==> config.mk <==
export PLATFORM = sky130hd
export DESIGN_NAME = pixel_clk_div_flat
export DESIGN_NICKNAME = d
export VERILOG_FILES = /design/src/rtl/pixel_clk_div_if.sv /design/src/rtl/pixel_clk_div.sv /design/src/flat_wrapper.sv
export SDC_FILE = /design/constraint.sdc
export NUM_CORES = 1
export LEC_CHECK = 0
export BUFFER_PORTS_ARGS = -buffer_cell sky130_fd_sc_hd__buf_2
export CAP_MARGIN = 0
export CORE_MARGIN = 3
export CORE_UTILIZATION = 50
export DETAILED_ROUTE_END_ITERATION = 12
export GPL_ROUTABILITY_DRIVEN = 0
export PLACE_DENSITY = 0.68
export SETUP_SLACK_MARGIN = 0.02
export SLEW_MARGIN = 20
export SYNTH_ARGS = -nofsm -noshare
export SYNTH_HDL_FRONTEND = slang
export SYNTH_SLANG_ARGS = --single-unit
==> constraint.sdc <==
create_clock -name in_clk -period 10.5 [get_ports in_clk]
set_input_delay 1.575 -clock in_clk [delete_from_list [all_inputs] [get_ports in_clk]]
set_output_delay 1.575 -clock in_clk [all_outputs]
set_load 0.02 [all_outputs]
==> src/rtl/pixel_clk_div_if.sv <==
// ---------------------------------------------------------------------------
// pixel_clk_div_if
// Divisor load channel for pixel_clk_div.
//   div_in     : requested divisor (master -> slave)
//   div_valid  : div_in valid (master -> slave)
//   div_ready  : divider can accept a divisor (slave -> master)
//   div_err    : one-cycle pulse, rejected divisor (slave -> master)
//   div_active : divisor currently in effect (slave -> master)
// ---------------------------------------------------------------------------
interface pixel_clk_div_if #(
    parameter int CNT_W = 8
);
    logic [CNT_W-1:0] div_in;
    logic             div_valid;
    logic             div_ready;
    logic             div_err;
    logic [CNT_W-1:0] div_active;

    modport master (
        output div_in,
        output div_valid,
        input  div_ready,
        input  div_err,
        input  div_active
    );

    modport slave (
        input  div_in,
        input  div_valid,
        output div_ready,
        output div_err,
        output div_active
    );
endinterface

==> src/rtl/pixel_clk_div.sv <==
// ---------------------------------------------------------------------------
// pixel_clk_div
// Runtime-programmable clock-enable / divided-clock generator.
// Produces a one-cycle clk_en strobe and a registered pixel_clk square wave
// (high floor(N/2), low ceil(N/2)) from in_clk for any divisor
// N = MIN_DIV .. 2^CNT_W-1. A new divisor is taken through the bus channel
// and applied only at a period boundary, so pixel_clk never glitches.
//
// Ports:
//   in_clk       : sole clock
//   reset        : synchronous, active-high
//   enable       : period counter advances only while high
//   sync_restart : (PIXEL_CLK_DIV_SYNC_RESTART_EN only) force a period start
//   bus          : divisor load channel (div_in/valid/ready/err/active)
//   clk_en       : one-cycle strobe per period, with pixel_clk rising edge
//   pixel_clk    : registered divided clock, use as data/enable only
//
// Optional feature macro: PIXEL_CLK_DIV_SYNC_RESTART_EN
//   When defined, adds sync_restart to phase-align to an external strobe.
// ---------------------------------------------------------------------------
module pixel_clk_div #(
    parameter int CNT_W       = 8,
    parameter int DEFAULT_DIV = 4,
    parameter int MIN_DIV     = 2
) (
    input  logic              in_clk,
    input  logic              reset,
    input  logic              enable,
`ifdef PIXEL_CLK_DIV_SYNC_RESTART_EN
    input  logic              sync_restart,
`endif
    pixel_clk_div_if.slave    bus,
    output logic              clk_en,
    output logic              pixel_clk
);

    localparam logic [CNT_W-1:0] DEF_DIV_V = CNT_W'(DEFAULT_DIV);
    localparam logic [CNT_W-1:0] MIN_DIV_V = CNT_W'(MIN_DIV);
    localparam logic [CNT_W-1:0] ONE_V     = CNT_W'(1);

    logic [CNT_W-1:0] cnt_q,        cnt_d;
    logic [CNT_W-1:0] div_active_q, div_active_d;
    logic [CNT_W-1:0] pend_q,       pend_d;
    logic             pend_vld_q,   pend_vld_d;
    logic             div_ready_q,  div_ready_d;
    logic             div_err_q,    div_err_d;
    logic             clk_en_q,     clk_en_d;
    logic             pixel_clk_q,  pixel_clk_d;

    logic             restart;
    logic             term;
    logic             accept;

`ifdef PIXEL_CLK_DIV_SYNC_RESTART_EN
    assign restart = sync_restart;
`else
    assign restart = 1'b0;
`endif

    always_comb begin
        term   = enable && (restart || (cnt_q == div_active_q - ONE_V));
        accept = bus.div_valid && div_ready_q;

        // Period counter
        cnt_d = cnt_q;
        if (term) begin
            cnt_d = '0;
        end else if (enable) begin
            cnt_d = cnt_q + ONE_V;
        end

        // Pending slot. accept needs an empty slot and apply needs a full
        // one, so the two can never fire together: a value accepted on a
        // term cycle waits for the following term.
        pend_d       = pend_q;
        pend_vld_d   = pend_vld_q;
        div_active_d = div_active_q;
        div_err_d    = 1'b0;
        if (term && pend_vld_q) begin
            div_active_d = pend_q;
            pend_vld_d   = 1'b0;
        end else if (accept) begin
            if (bus.div_in < MIN_DIV_V) begin
                div_err_d = 1'b1;
            end else begin
                pend_d     = bus.div_in;
                pend_vld_d = 1'b1;
            end
        end
        div_ready_d = !pend_vld_d;

        // Outputs are computed from the post-edge counter and divisor so the
        // new period's first cycle already uses the new half value.
        clk_en_d    = enable && (cnt_d == '0);
        pixel_clk_d = pixel_clk_q;
        if (enable) begin
            pixel_clk_d = (cnt_d < (div_active_d >> 1));
        end
    end

    always_ff @(posedge in_clk) begin
        if (reset) begin
            cnt_q        <= DEF_DIV_V - ONE_V;
            div_active_q <= DEF_DIV_V;
            pend_q       <= '0;
            pend_vld_q   <= 1'b0;
            div_ready_q  <= 1'b1;
            div_err_q    <= 1'b0;
            clk_en_q     <= 1'b0;
            pixel_clk_q  <= 1'b0;
        end else begin
            cnt_q        <= cnt_d;
            div_active_q <= div_active_d;
            pend_q       <= pend_d;
            pend_vld_q   <= pend_vld_d;
            div_ready_q  <= div_ready_d;
            div_err_q    <= div_err_d;
            clk_en_q     <= clk_en_d;
            pixel_clk_q  <= pixel_clk_d;
        end
    end

    assign bus.div_ready  = div_ready_q;
    assign bus.div_err    = div_err_q;
    assign bus.div_active = div_active_q;
    assign clk_en         = clk_en_q;
    assign pixel_clk      = pixel_clk_q;

endmodule

==> src/flat_wrapper.sv <==
// flat-port wrapper written by rule: the top's interface ports become plain ports
module pixel_clk_div_flat 
#(
    parameter int CNT_W       = 8,
    parameter int DEFAULT_DIV = 4,
    parameter int MIN_DIV     = 2
)
  (in_clk, reset, enable, clk_en, pixel_clk, bus_div_in, bus_div_valid, bus_div_ready, bus_div_err, bus_div_active);
  pixel_clk_div_if #(.CNT_W(CNT_W)) bus_i ();
  input  logic in_clk;
  input  logic reset;
  input  logic enable;
  output logic clk_en;
  output logic pixel_clk;
  input wire logic [$bits(bus_i.div_in)-1:0] bus_div_in;
  input wire logic [$bits(bus_i.div_valid)-1:0] bus_div_valid;
  output wire logic [$bits(bus_i.div_ready)-1:0] bus_div_ready;
  output wire logic [$bits(bus_i.div_err)-1:0] bus_div_err;
  output wire logic [$bits(bus_i.div_active)-1:0] bus_div_active;
  assign bus_i.div_in = bus_div_in;
  assign bus_i.div_valid = bus_div_valid;
  assign bus_div_ready = bus_i.div_ready;
  assign bus_div_err = bus_i.div_err;
  assign bus_div_active = bus_i.div_active;
  pixel_clk_div #(.CNT_W(CNT_W), .DEFAULT_DIV(DEFAULT_DIV), .MIN_DIV(MIN_DIV)) u_core (.in_clk(in_clk), .reset(reset), .enable(enable), .bus(bus_i), .clk_en(clk_en), .pixel_clk(pixel_clk));
endmodule
==> summary.md, run 1 <==
| Metric | Value |
|---|---|
| Status | `finished clean` |
| Syn_nets | `211` |
| Sw power | `approximately 0.10 mW` |
| Min Hold Slack | `0.484 ns` |
| Max-Cap Viols | `0` |
| Internal Pwr Total | `0.191 mW` |
| Worst-Margin Slew | `about 0.98 ns` |
| Pre-CTS WS | `6.10 ns` |
| CTS root buf | `clkbuf_4` |
| FFs w/ async S/R, synth | `0` |
| Syn Inst Count | `191` |
| Syn. warnings | `0` |
| Reg power frac | `0.452` |
| Minimum clock period | `4.07 ns` |
| DP Area | `roughly 1800 µm²` |
| Switching part of the total | `0.350` |
| Filler cell count | `around 310` |
| EDFF count, synth | `0` |
| Yosys reg bits | `29` |
| Crit path required time | `10.75 ns` |
| Yosys top cell by area | `dfxtp_1` |
| Vias in the first global route | `1,383` |
| Startpoint Class | `input pin` |
| Slew HR | `0.345` |
| Post-CTS Setup Inserts | `0` |
| Cell Area, Synth | `1680 µm²` |
| # DRC | `0` |
| Final hold violation count | `0` |
| Slew Viols, Final | `0` |
| Die area | `4100 µm²` |
| Core footprint | `3130 µm²` |
| GR Overflow Total | `0` |
| Routed Antenna Nets | `0` |
| Total number of vias | `1,435` |
| Clock transition at the registers of the reported paths | `~0.090 ns` |
| First-pass GRT wire length | `6.29 mm` |
| # hold bufs at CTS | `0` |
| Vias per inst | `5.58` |
| Number of H-tree levels | `2` |
| Mapped Avg Cell Area | `8.80 µm²` |
| CTS sink count | `29` |
| Post-route setup TNS | `0 ns` |
| FF/Latch Area | `around 580 µm²` |
| Largest net degree at the start of global routing | `32` |
| Kind of critical path | `input pin to flop` |
| Final-stage net count | `232` |
| DR iter-0 viols | `71` |
| Clock buffer depth | `2` |
| GRT Total Usage | `0.196` |
| Final period util | `0.388` |
| Core Util, Final | `0.595` |
| Final-report setup violation count | `0` |
| Iteration count of the initial detailed-routing pass | `4` |
| Clk network pwr share | `0.213` |
| Starting density of the core | `0.538` |
| Maximum VDD drop | `80.4 µV` |
| Pwr/cell area | `158 nW/µm²` |
| Io pins | `24` |
| Post-synthesis sequential area ratio | `0.345` |
| Row cnt | `20` |
| Synth-to-layout area growth | `10.6%` |
| Main synth FF type | `dfxtp_1` |
| HP Class | `flop to flop` |
| Fin area | `1860 µm²` |
| Final WS setup | `around 6.4 ns` |
| PortBufs | `23` |
| Arr. time, crit path | `4.32 ns` |
| Yosys cell types | `41` |
| Synth top area cells | `dfxtp_1 35%, mux2i_1 8.9%, nand2b_1 6.7%, ha_1 6.0%, nor2_1 5.6%` |
| Num CTS Buffers | `5` |
| Non-Filler Instances | `about 260` |
| Clock Latency Late Sink | `0.32 ns` |
| Final wirelength | `approximately 3.7 mm` |
| Die height | `64.0 µm` |
| RSZ-0062 raised after global routing | `no` |
| Most common cell in the synthesized netlist | `dfxtp_1` |
| DP HPWL | `2.85 mm` |
| Overall power | `0.294 mW` |
| Dpl cells | `249` |
| Peak Freq | `246 MHz` |
| Initial antenna violation count | `0` |
| Synth cell count leaders | `29 x dfxtp_1, 25 x nor2_1, 18 x nand2b_1` |
| CTS tree | `yes` |
| CP endpoint kind | `flop` |
| Die width | `64.0 µm` |
| Combinational share of power | `0.335` |
| Synth top area share | `0.345` |
| Multi-input gate area | `between 1000 and 1500 µm²` |
| Fraction of layout cells with a size suffix above 1 | `0.183` |
| WL/cell | `14.5 µm` |
| Worst Skew | `approximately 0.0042 ns` |
| # diodes | `0` |
| Worst Path Max Fanout | `14` |
| Post-cts resize count | `0` |
| Leakage | `a little under 0.8 nW` |
==> registers in the layout (all words and copies together) (netlist names) <==
| name | cells |
|---|---|
| u_core.bus.div_active | 8 |
| u_core.cnt_q | 8 |
| u_core.pend_q | 8 |
| u_core.bus.div_err | 1 |
| u_core.bus.div_ready | 1 |
| u_core.clk_en | 1 |
| u_core.pend_vld_q | 1 |
| u_core.pixel_clk | 1 |
==> worst max-delay path, cell delays in order <==
cell	delay, ns
buf_2	0.19
o2111ai_1	0.22
a2111oi_4	0.89
mux2i_1	0.32
ha_1	0.27
a21o_1	0.18
a21o_1	0.18
or3_1	0.31
a32oi_1	0.18
==> cells by family after synthesis <==
family          after synthesis  share of synthesized area
buf+inv                      13                     0.0365
compound gates               27                      0.120
flops                        29                      0.345
simple gates                 83                      0.266
xor+xnor                     16                     0.0833
mux                          15                     0.0893
fa+ha+maj                     8                     0.0595
==> metal layers <==
| layer | global-route usage | vias to the layer above | wire [µm] |
|---|---|---|---|
| met5 | 0 | - | 0 |
| met4 | 0.0916 | 0 | 70 |
| met3 | 0.0492 | 11 | 230 |
| met2 | 0.310 | 43 | 1690 |
| met1 | 0.249 | 666 | 1730 |
| li1 | - | 715 | - |
==> power groups by stage <==
stage | registers (mW) | logic [mW] | clock network [mW]
6_report | 0.133 | 0.0983 | 0.0625
5_1_grt | 0.135 | 0.111 | 0.0706
4_1_cts | 0.133 | 0.0987 | 0.0653
3_5_place_dp | 0.135 | 0.0975 | 0
3_3_place_gp | 0.135 | 0.0951 | 0
2_1_floorplan | 0.135 | 0.0772 | 0
==> worst paths after layout <==
kind | cells past startpoint | to | slack, ns | start
worst min-delay path | 2 | u_core.pend_q[0]$_SDFFE_PP0P_ | 0.48 | u_core.pend_q[0]$_SDFFE_PP0P_
worst max register to register | 11 | u_core.pixel_clk$_SDFFE_PP0P_ | 6.55 | u_core.bus.div_active[1]$_SDFF_PP0_
worst max-delay path | 9 | u_core.pixel_clk$_SDFFE_PP0P_ | 6.43 | enable
worst min register to register | 2 | u_core.pend_q[0]$_SDFFE_PP0P_ | 0.48 | u_core.pend_q[0]$_SDFFE_PP0P_
==> cells in the final DEF (no fill, tap or decap), types with 3 or more instances in the layout <==
cell type   n
a211oi_1    3
a21o_1      4
a21oi_1     4
and3_1      3
buf_2      23
clkbuf_4    5
dfxtp_1    29
ha_1        8
inv_1       3
mux2i_1    15
nand2_1     7
nand2b_1   18
nand4_1     3
nor2_1     25
nor3_1      6
nor4_1      4
o21ai_0     7
or2_2       3
xnor2_1     9
xor2_1      7
==> layout make-up <==
class / count / area share
flip-flops and latches: 29 / 0.312
inverters: 3 / 0.00605
multi-input cells: 149 / 0.559
well taps: 44 / 0.0296
repair buffers: 24 / 0.0659
clock inverters: 2 / 0.00538
clock buffers: 6 / 0.0222
(Power assumes the default switching activity.)
==> inputs of run 2 (changes only) <==
--- a/config.mk
+++ b/config.mk
@@ -11,7 +11,7 @@
 export CORE_UTILIZATION = 50
 export DETAILED_ROUTE_END_ITERATION = 12
 export GPL_ROUTABILITY_DRIVEN = 0
-export PLACE_DENSITY = 0.68
+export PLACE_DENSITY = 0.71
 export SETUP_SLACK_MARGIN = 0.02
 export SLEW_MARGIN = 20
 export SYNTH_ARGS = -nofsm -noshare
==> constraint.sdc (replaced) <==
create_clock -name in_clk -period 3.6 [get_ports in_clk]
set_input_delay 0.54 -clock in_clk [delete_from_list [all_inputs] [get_ports in_clk]]
set_output_delay 0.54 -clock in_clk [all_outputs]
set_load 0.02 [all_outputs]
==> summary.md, run 2 (synthesis gave the netlist of run 1 again) <==
| Metric | Value |
|---|---|
| Status | `finished clean` |
| Number of H-tree levels | `2 (unchanged)` |
| WL/cell | `14.0 µm (-3.4%)` |
| Worst Skew | `0.0131 ns (+0.00889 ns)` |
| CTS sink count | `29 (unchanged)` |
| GR Overflow Total | `0 (unchanged)` |
| Stages on worst setup path | `11 (+2)` |
| Final period util | `0.920` |
| Core Util, Final | `0.616 (+0.0216)` |
| Fraction of layout cells with a size suffix above 1 | `0.203 (+0.0197)` |
| # diodes | `0 (unchanged)` |
| Overall power | `0.958 mW (+230%)` |
| Slowest Stage Delay on Critical Path | `0.50 ns (-0.39 ns)` |
| Die width | `64.0 µm (unchanged)` |
| Post-CTS Setup Inserts | `0 (unchanged)` |
| # DRC | `0 (unchanged)` |
| Maximum VDD drop | `255 µV (+220%)` |
| Pre-CTS WS | `0.355 ns (-5.75 ns)` |
| Crit path required time | `3.84 ns (-6.91 ns)` |
| Die area | `4100 µm² (unchanged)` |
| First-pass GRT wire length | `6.21 mm (-1.2%)` |
| Reg2Reg Depth | `11 (unchanged)` |
| Initial antenna violation count | `0 (unchanged)` |
| Starting density of the core | `0.538 (unchanged)` |
| Io pins | `24 (unchanged)` |
| Crit path max-delay family | `simple AND/OR/NAND/NOR gates` |
| Pwr/cell area | `497 nW/µm² (+210%)` |
| Startpoint Class | `flop` |
| Post-cts resize count | `0 (unchanged)` |
| Slew Viols, Final | `0 (unchanged)` |
| DP Area | `1840 µm² (+1.7%)` |
| # hold bufs at CTS | `0 (unchanged)` |
| CP Buf/Inv Count | `1 (unchanged)` |
| Synth-to-layout area growth | `14.7%` |
| RSZ-0062 raised after global routing | `no` |
| Clock transition at the registers of the reported paths | `0.10 ns (about the same)` |
| Final-stage net count | `236 (+1.7%)` |
| Reg2reg end | `u_core.pixel_clk$_SDFFE_PP0P_` |
| Clock buffer depth | `2 (unchanged)` |
| Fin area | `1930 µm² (+3.6%)` |
| Routed Antenna Nets | `0 (unchanged)` |
| Peak Freq | `302 MHz` |
| CTS root buf | `clkbuf_4` |
| HP Class | `input pin to flop` |
| Critical path endpoint | `u_core.pixel_clk$_SDFFE_PP0P_` |
| Leakage | `0.821 nW (+4.3%)` |
| CTS tree | `yes` |
| Total number of vias | `1,386 (-3.4%)` |
| Final wirelength | `3.66 mm (-1.9%)` |
| CP cell instances | `and2b_2, or3_1, a31o_1, a2111oi_4, buf_4, mux2i_1, ha_1, nand3_1, a21oi_1, or3_1, a32oi_1` |
| Filler cell count | `282 (-7.5%)` |
| DP HPWL | `2.81 mm (-1.4%)` |
| Slew HR | `0.700 (+0.355)` |
| Minimum clock period | `3.31 ns` |
| Largest net degree at the start of global routing | `32 (unchanged)` |
| Vias per inst | `5.31 (-4.9%)` |
| Vias in the first global route | `1,407 (+1.7%)` |
| Most used cell, CP | `or3_1` |
| Kind of critical path | `flop to flop` |
| Arr. time, crit path | `3.56 ns (-0.76 ns)` |
| Non-Filler Instances | `261 (+1.6%)` |
| R2r setup slk | `0.29 ns (-6.26 ns)` |
| CP endpoint kind | `flop` |
| Row cnt | `20 (unchanged)` |
| Most frequent cells in the layout | `29 x dfxtp_1, 25 x nor2_1, 23 x buf_2` |
| Iteration count of the initial detailed-routing pass | `4 (unchanged)` |
| Reg2reg start | `u_core.cnt_q[2]$_SDFF_PP0_` |
| Die height | `64.0 µm (unchanged)` |
| Min Hold Slack | `0.468 ns (-0.0163 ns)` |
| Core footprint | `3130 µm² (unchanged)` |
| PortBufs | `23 (unchanged)` |
| CP max-delay cell | `dfxtp_1` |
| Worst setup path start | `u_core.cnt_q[2]$_SDFF_PP0_` |
| Worst Path Max Fanout | `9 (-5)` |
| DR iter-0 viols | `71 (unchanged)` |
| Final WS setup | `0.289 ns (-6.14 ns)` |
| Num CTS Buffers | `5 (unchanged)` |
| Dpl cells | `253 (+1.6%)` |
| Post-route setup TNS | `0 ns (unchanged)` |
| Final-report setup violation count | `0 (unchanged)` |
| Clock Latency Late Sink | `0.33 ns (about the same)` |
| Most common cell after layout, fill and taps aside | `dfxtp_1` |
| Max-Cap Viols | `0 (unchanged)` |
| GRT Total Usage | `0.193 (-0.00371)` |
| Worst-Margin Slew | `0.450 ns (-0.533 ns)` |
| Final hold violation count | `0 (unchanged)` |
-- run 2: cell count changes in the layout (fill, tap and decap cells not counted) --
cell | previous run | this run
buf_4 | 1 | 5
clkinv_2 | 2 | 0
bufinv_16 | 0 | 1
clkbuf_1 | 1 | 0
clkbuf_8 | 0 | 1
clkinvlp_4 | 0 | 1
-- run 2: metal layers --
layer | wire length (µm) | track usage
met1 | 1780 | 0.248
met2 | 1650 | 0.302
met3 | 179 | 0.0615
met4 | 48 | 0.0647
met5 | 0 | 0
-- run 2: power by group --
group | internal, mW | switching [mW] | leakage [nW]
sequential | 0.352 | 0.0341 | 0.237
clock | 0.165 | 0.118 | 0.0445
combinational | 0.134 | 0.155 | 0.540
-- run 2: cell type report --
| cell class | count | area (µm²) | share of cell area |
|---|---|---|---|
| repair buffers | 28 | 153 | 0.0792 |
| flip-flops and latches | 29 | 581 | 0.301 |
| clock buffers | 6 | 51.3 | 0.0266 |
| clock inverters | 2 | 37.5 | 0.0195 |
| well taps | 44 | 55.1 | 0.0286 |
| inverters | 3 | 11.3 | 0.00584 |
| multi-input cells | 149 | 1040 | 0.539 |
-- run 2: worst reg2reg max path: stages (launching register included) --
cell	delay [ns]
dfxtp_1	0.50
and2b_2	0.26
or3_1	0.30
a31o_1	0.25
a2111oi_4	0.45
buf_4	0.23
mux2i_1	0.27
ha_1	0.27
nand3_1	0.10
a21oi_1	0.04
or3_1	0.35
a32oi_1	0.21
-- run 2: worst min path at each step --
stage / from / end / slack [ns] / depth (start not counted)
after global placement: u_core.bus.div_ready$_SDFF_PP1_ / u_core.bus.div_err$_SDFF_PP0_ / 0.46 / 2
final: bus_div_in[6] / u_core.pend_q[6]$_SDFFE_PP0P_ / 0.47 / 3
after global routing: bus_div_valid / u_core.bus.div_err$_SDFF_PP0_ / 0.45 / 3
after CTS: bus_div_valid / u_core.bus.div_err$_SDFF_PP0_ / 0.45 / 3
after floorplan: u_core.pend_q[6]$_SDFFE_PP0P_ / u_core.pend_q[6]$_SDFFE_PP0P_ / 0.45 / 2
after detailed placement: u_core.bus.div_ready$_SDFF_PP1_ / u_core.bus.div_err$_SDFF_PP0_ / 0.47 / 2
==> inputs of run 3 (changes only) <==
--- a/config.mk
+++ b/config.mk
@@ -5,13 +5,14 @@
 export SDC_FILE = /design/constraint.sdc
 export NUM_CORES = 1
 export LEC_CHECK = 0
+export ABC_AREA = 1
 export BUFFER_PORTS_ARGS = -buffer_cell sky130_fd_sc_hd__buf_2
 export CAP_MARGIN = 0
 export CORE_MARGIN = 3
 export CORE_UTILIZATION = 50
 export DETAILED_ROUTE_END_ITERATION = 12
 export GPL_ROUTABILITY_DRIVEN = 0
-export PLACE_DENSITY = 0.71
+export PLACE_DENSITY = 0.78
 export SETUP_SLACK_MARGIN = 0.02
 export SLEW_MARGIN = 20
 export SYNTH_ARGS = -nofsm -noshare
==> summary.md, run 3 <==
| Metric | Value |
|---|---|
| Startpoint Class | `flop` |
| Post-synthesis simple-gate area fraction | `0.378 (+0.111)` |
| Status | `finished clean` |
| Mux cell area share after synthesis | `0.00572 (-0.0836)` |
| Core footprint | `3200 µm² (+2.4%)` |
| Number of H-tree levels | `2 (unchanged)` |
| Io pins | `24 (unchanged)` |
| Synth cell count leaders | `59 x nand2_1, 40 x nor2_1, 29 x dfxtp_1` |
| # DRC | `0 (unchanged)` |
| Yosys cell types | `33 (-20%)` |
| EDFF count, synth | `0 (unchanged)` |
| Hold depth | `3 (unchanged)` |
| Max-Cap Viols | `0 (unchanged)` |
| Worst-Margin Slew | `0.567 ns (+0.117 ns)` |
| Slew HR | `0.618 (-0.0813)` |
| Most common cell after layout, fill and taps aside | `nand2_1` |
| Most frequent cells in the layout | `59 x nand2_1, 40 x nor2_1, 29 x dfxtp_1` |
| GRT Total Usage | `0.208 (+0.0152)` |
| GR Overflow Total | `0 (unchanged)` |
| Final-report setup violation count | `0 (unchanged)` |
| FFs w/ async S/R, synth | `0 (unchanged)` |
| First-pass GRT wire length | `6.69 mm (+7.7%)` |
| R2r setup slk | `1.00 ns (+0.71 ns)` |
| Final wirelength | `3.90 mm (+6.6%)` |
| CP cell instances | `inv_2, ha_1, xnor2_1, nor2_1, nand2_1, nor2_2, nand2_2, nor2_4, nand3_4, nand2_1, o21ai_1, ha_1, inv_1, o211ai_1, a41oi_1, nand2_1, nand2_1` |
| Most common cell in the synthesized netlist | `nand2_1` |
| DR iter-0 viols | `104 (+46%)` |
| Post-synthesis adder-cell area fraction | `0.0572 (-0.00230)` |
| CTS tree | `yes` |
| Reg2reg end | `u_core.pixel_clk$_SDFFE_PP0P_` |
| RSZ-0062 raised after global routing | `no` |
| Multi-input gate area | `1000 µm² (-3.9%)` |
| Worst Skew | `0.00817 ns (-0.00495 ns)` |
| Syn Inst Count | `253 (+32%)` |
| Total number of vias | `1,610 (+16%)` |
| Most used cell, CP | `nand2_1` |
| CP endpoint kind | `flop` |
| Worst hold path startpoint | `bus_div_in[0]` |
| Main synth FF type | `dfxtp_1` |
| Final-stage net count | `297 (+26%)` |
| Pwr/cell area | `749 nW/µm² (+51%)` |
| Yosys reg bits | `29 (unchanged)` |
| Mapped Avg Cell Area | `6.91 µm² (-21%)` |
| Filler cell count | `332 (+18%)` |
| Min Hold Slack | `0.438 ns (-0.0299 ns)` |
| Cell Area, Synth | `1750 µm² (+4.0%)` |
| DP HPWL | `3.13 mm (+11%)` |
| Syn_nets | `273 (+29%)` |
| Post-cts resize count | `0 (unchanged)` |
| Post-synthesis xor/xnor area fraction | `0.0601 (-0.0232)` |
| HP Class | `input pin to flop` |
| Reg2reg start | `u_core.bus.div_active[0]$_SDFFE_PP0N_` |
| Final period util | `0.722 (-0.198)` |
| DP Area | `1880 µm² (+2.0%)` |
| Die area | `4240 µm² (+3.6%)` |
| Synth-to-layout area growth | `10.4%` |
| Initial antenna violation count | `0 (unchanged)` |
| Fraction of layout cells with a size suffix above 1 | `0.199 (-0.00421)` |
| CP max-delay cell | `dfxtp_1` |
| Kind of critical path | `flop to flop` |
| Syn. warnings | `0 (unchanged)` |
| Largest net degree at the start of global routing | `19 (-41%)` |
| Final hold violation count | `0 (unchanged)` |
| Vias in the first global route | `1,530 (+8.7%)` |
| Peak Freq | `385 MHz (+27%)` |
| Synth Area in Compound Gates | `0.0708 (-0.0490)` |
| Worst Hold Endpoint | `u_core.pend_q[0]$_SDFFE_PP0P_` |
| Worst Path Max Fanout | `15 (+6)` |
| Reg2Reg Depth | `17 (+6)` |
| Slew Viols, Final | `0 (unchanged)` |
| Largest family of logic cells by synthesized area | `simple AND/OR/NAND/NOR gates` |
| Synth top area share | `0.332 (-0.0133)` |
| Post-route setup TNS | `0 ns (unchanged)` |
| FF/Latch Area | `581 µm² (unchanged)` |
| Clock buffer depth | `2 (unchanged)` |
| PortBufs | `23 (unchanged)` |
| Clock Latency Late Sink | `0.32 ns (about the same)` |
| Die width | `65.1 µm (+1.8%)` |
| Synth top area cells | `dfxtp_1 33%, nand2_1 13%, nor2_1 8.6%, inv_1 6.0%, ha_1 5.7%` |
| Overall power | `1.45 mW (+51%)` |
| Leakage | `1.01 nW (+23%)` |
| Num CTS Buffers | `5 (unchanged)` |
| CTS root buf | `clkbuf_4` |
| Crit path required time | `3.88 ns (+0.04 ns)` |
| Yosys top cell by area | `dfxtp_1` |
| Maximum VDD drop | `371 µV (+45%)` |
| Vias per inst | `5.02 (-5.6%)` |
| # hold bufs at CTS | `0 (unchanged)` |
| Arr. time, crit path | `2.88 ns (-0.68 ns)` |
| Iteration count of the initial detailed-routing pass | `4 (unchanged)` |
| CTS sink count | `29 (unchanged)` |
| Routed Antenna Nets | `0 (unchanged)` |
| Fin area | `1930 µm² (+0.19%)` |
| WL/cell | `12.1 µm (-13%)` |
| Die height | `65.1 µm (+1.8%)` |
| Slowest Stage Delay on Critical Path | `0.38 ns (-0.12 ns)` |
| Post-CTS Setup Inserts | `0 (unchanged)` |
| Row cnt | `20 (unchanged)` |
| Minimum clock period | `2.60 ns (-0.711 ns)` |
| # diodes | `0 (unchanged)` |
| Post-synthesis sequential area ratio | `0.332 (-0.0133)` |
| Starting density of the core | `0.546 (+0.00849)` |
| Clock transition at the registers of the reported paths | `0.09 ns (about the same)` |
## run 3: cell count changes in the layout (fill, tap and decap cells not counted), moves of 4 or more
cell	change
nor2_1	+15
nand2_2	+8
nand2_1	+52
o21ai_1	+6
inv_1	+25
inv_2	+4
nand2b_1	-18
buf_4	-5
a21o_1	-4
nand3_1	+11
xnor2_1	-5
mux2i_1	-14
## run 3: area by class of cell
type,instances,share of cell area
Inverter,33,0.0654
Clock buffer,7,0.0285
Sequential cell,29,0.301
Timing Repair Buffer,23,0.0596
Multi-Input combinational cell,185,0.517
Tap cell,44,0.0285
## run 3: how the worst max path moves through the flow
| stage | start | endpoint | slack, ns | depth (start not counted) |
|---|---|---|---|---|
| final | u_core.bus.div_active[0]$_SDFFE_PP0N_ | u_core.pixel_clk$_SDFFE_PP0P_ | 1.00 | 17 |
| after global routing | u_core.bus.div_active[0]$_SDFFE_PP0N_ | u_core.pixel_clk$_SDFFE_PP0P_ | 0.77 | 20 |
| after CTS | u_core.bus.div_active[0]$_SDFFE_PP0N_ | u_core.pixel_clk$_SDFFE_PP0P_ | 1.01 | 17 |
| after detailed placement | u_core.bus.div_active[0]$_SDFFE_PP0N_ | u_core.pixel_clk$_SDFFE_PP0P_ | 1.02 | 17 |
| after global placement | u_core.bus.div_active[0]$_SDFFE_PP0N_ | u_core.pixel_clk$_SDFFE_PP0P_ | 1.11 | 17 |
| after floorplan | u_core.bus.div_active[0]$_SDFFE_PP0N_ | u_core.pixel_clk$_SDFFE_PP0P_ | 0.96 | 18 |
## run 3: cell families after synthesis
kind of cell | after synthesis
AO/OA/AOI/OAI | 22
buffers and inverters | 39
AND/OR/NAND/NOR | 142
flip-flops | 29
multiplexers | 1
XOR/XNOR | 12
adder cells (fa/ha/maj) | 8
## run 3: per-stage QoR
stage / std cells / setup slack [ns] / utilization
2_1_floorplan: 253 / 0.962 / -
3_3_place_gp: 314 / 1.11 / 0.586
3_5_place_dp: 314 / 1.02 / 0.586
4_1_cts: 321 / 1.01 / 0.603
5_1_grt: 321 / 0.768 / 0.603
6_report: 321 / 1.00 / 0.603
## run 3: per-layer routing
layer | GRT usage | wire length (µm) | vias to the layer above
met5 | 0 | 0 | -
met4 | 0.119 | 153 | 0
met1 | 0.248 | 1770 | 704
met3 | 0.0530 | 240 | 16
li1 | - | - | 840
met2 | 0.337 | 1730 | 50
## run 3: power breakdown
group | internal (mW) | leakage, nW | switching, mW
clock | 0.0920 | 0.0314 | 0.103
combinational | 0.277 | 0.745 | 0.515
sequential | 0.389 | 0.237 | 0.0715
total | 0.758 | 1.01 | 0.689
## run 3: worst max-delay path, delay by kind of cell (launching register included)
| kind | cells | cell delay (ns) |
|---|---|---|
| DFF | 1 | 0.38 |
| adders and majority gates | 2 | 0.63 |
| and+or+nand+nor | 9 | 0.91 |
| buffers and inverters | 2 | 0.15 |
| xor gates and xnor gates | 1 | 0.13 |
| AOI/OAI and AO/OA | 3 | 0.35 |
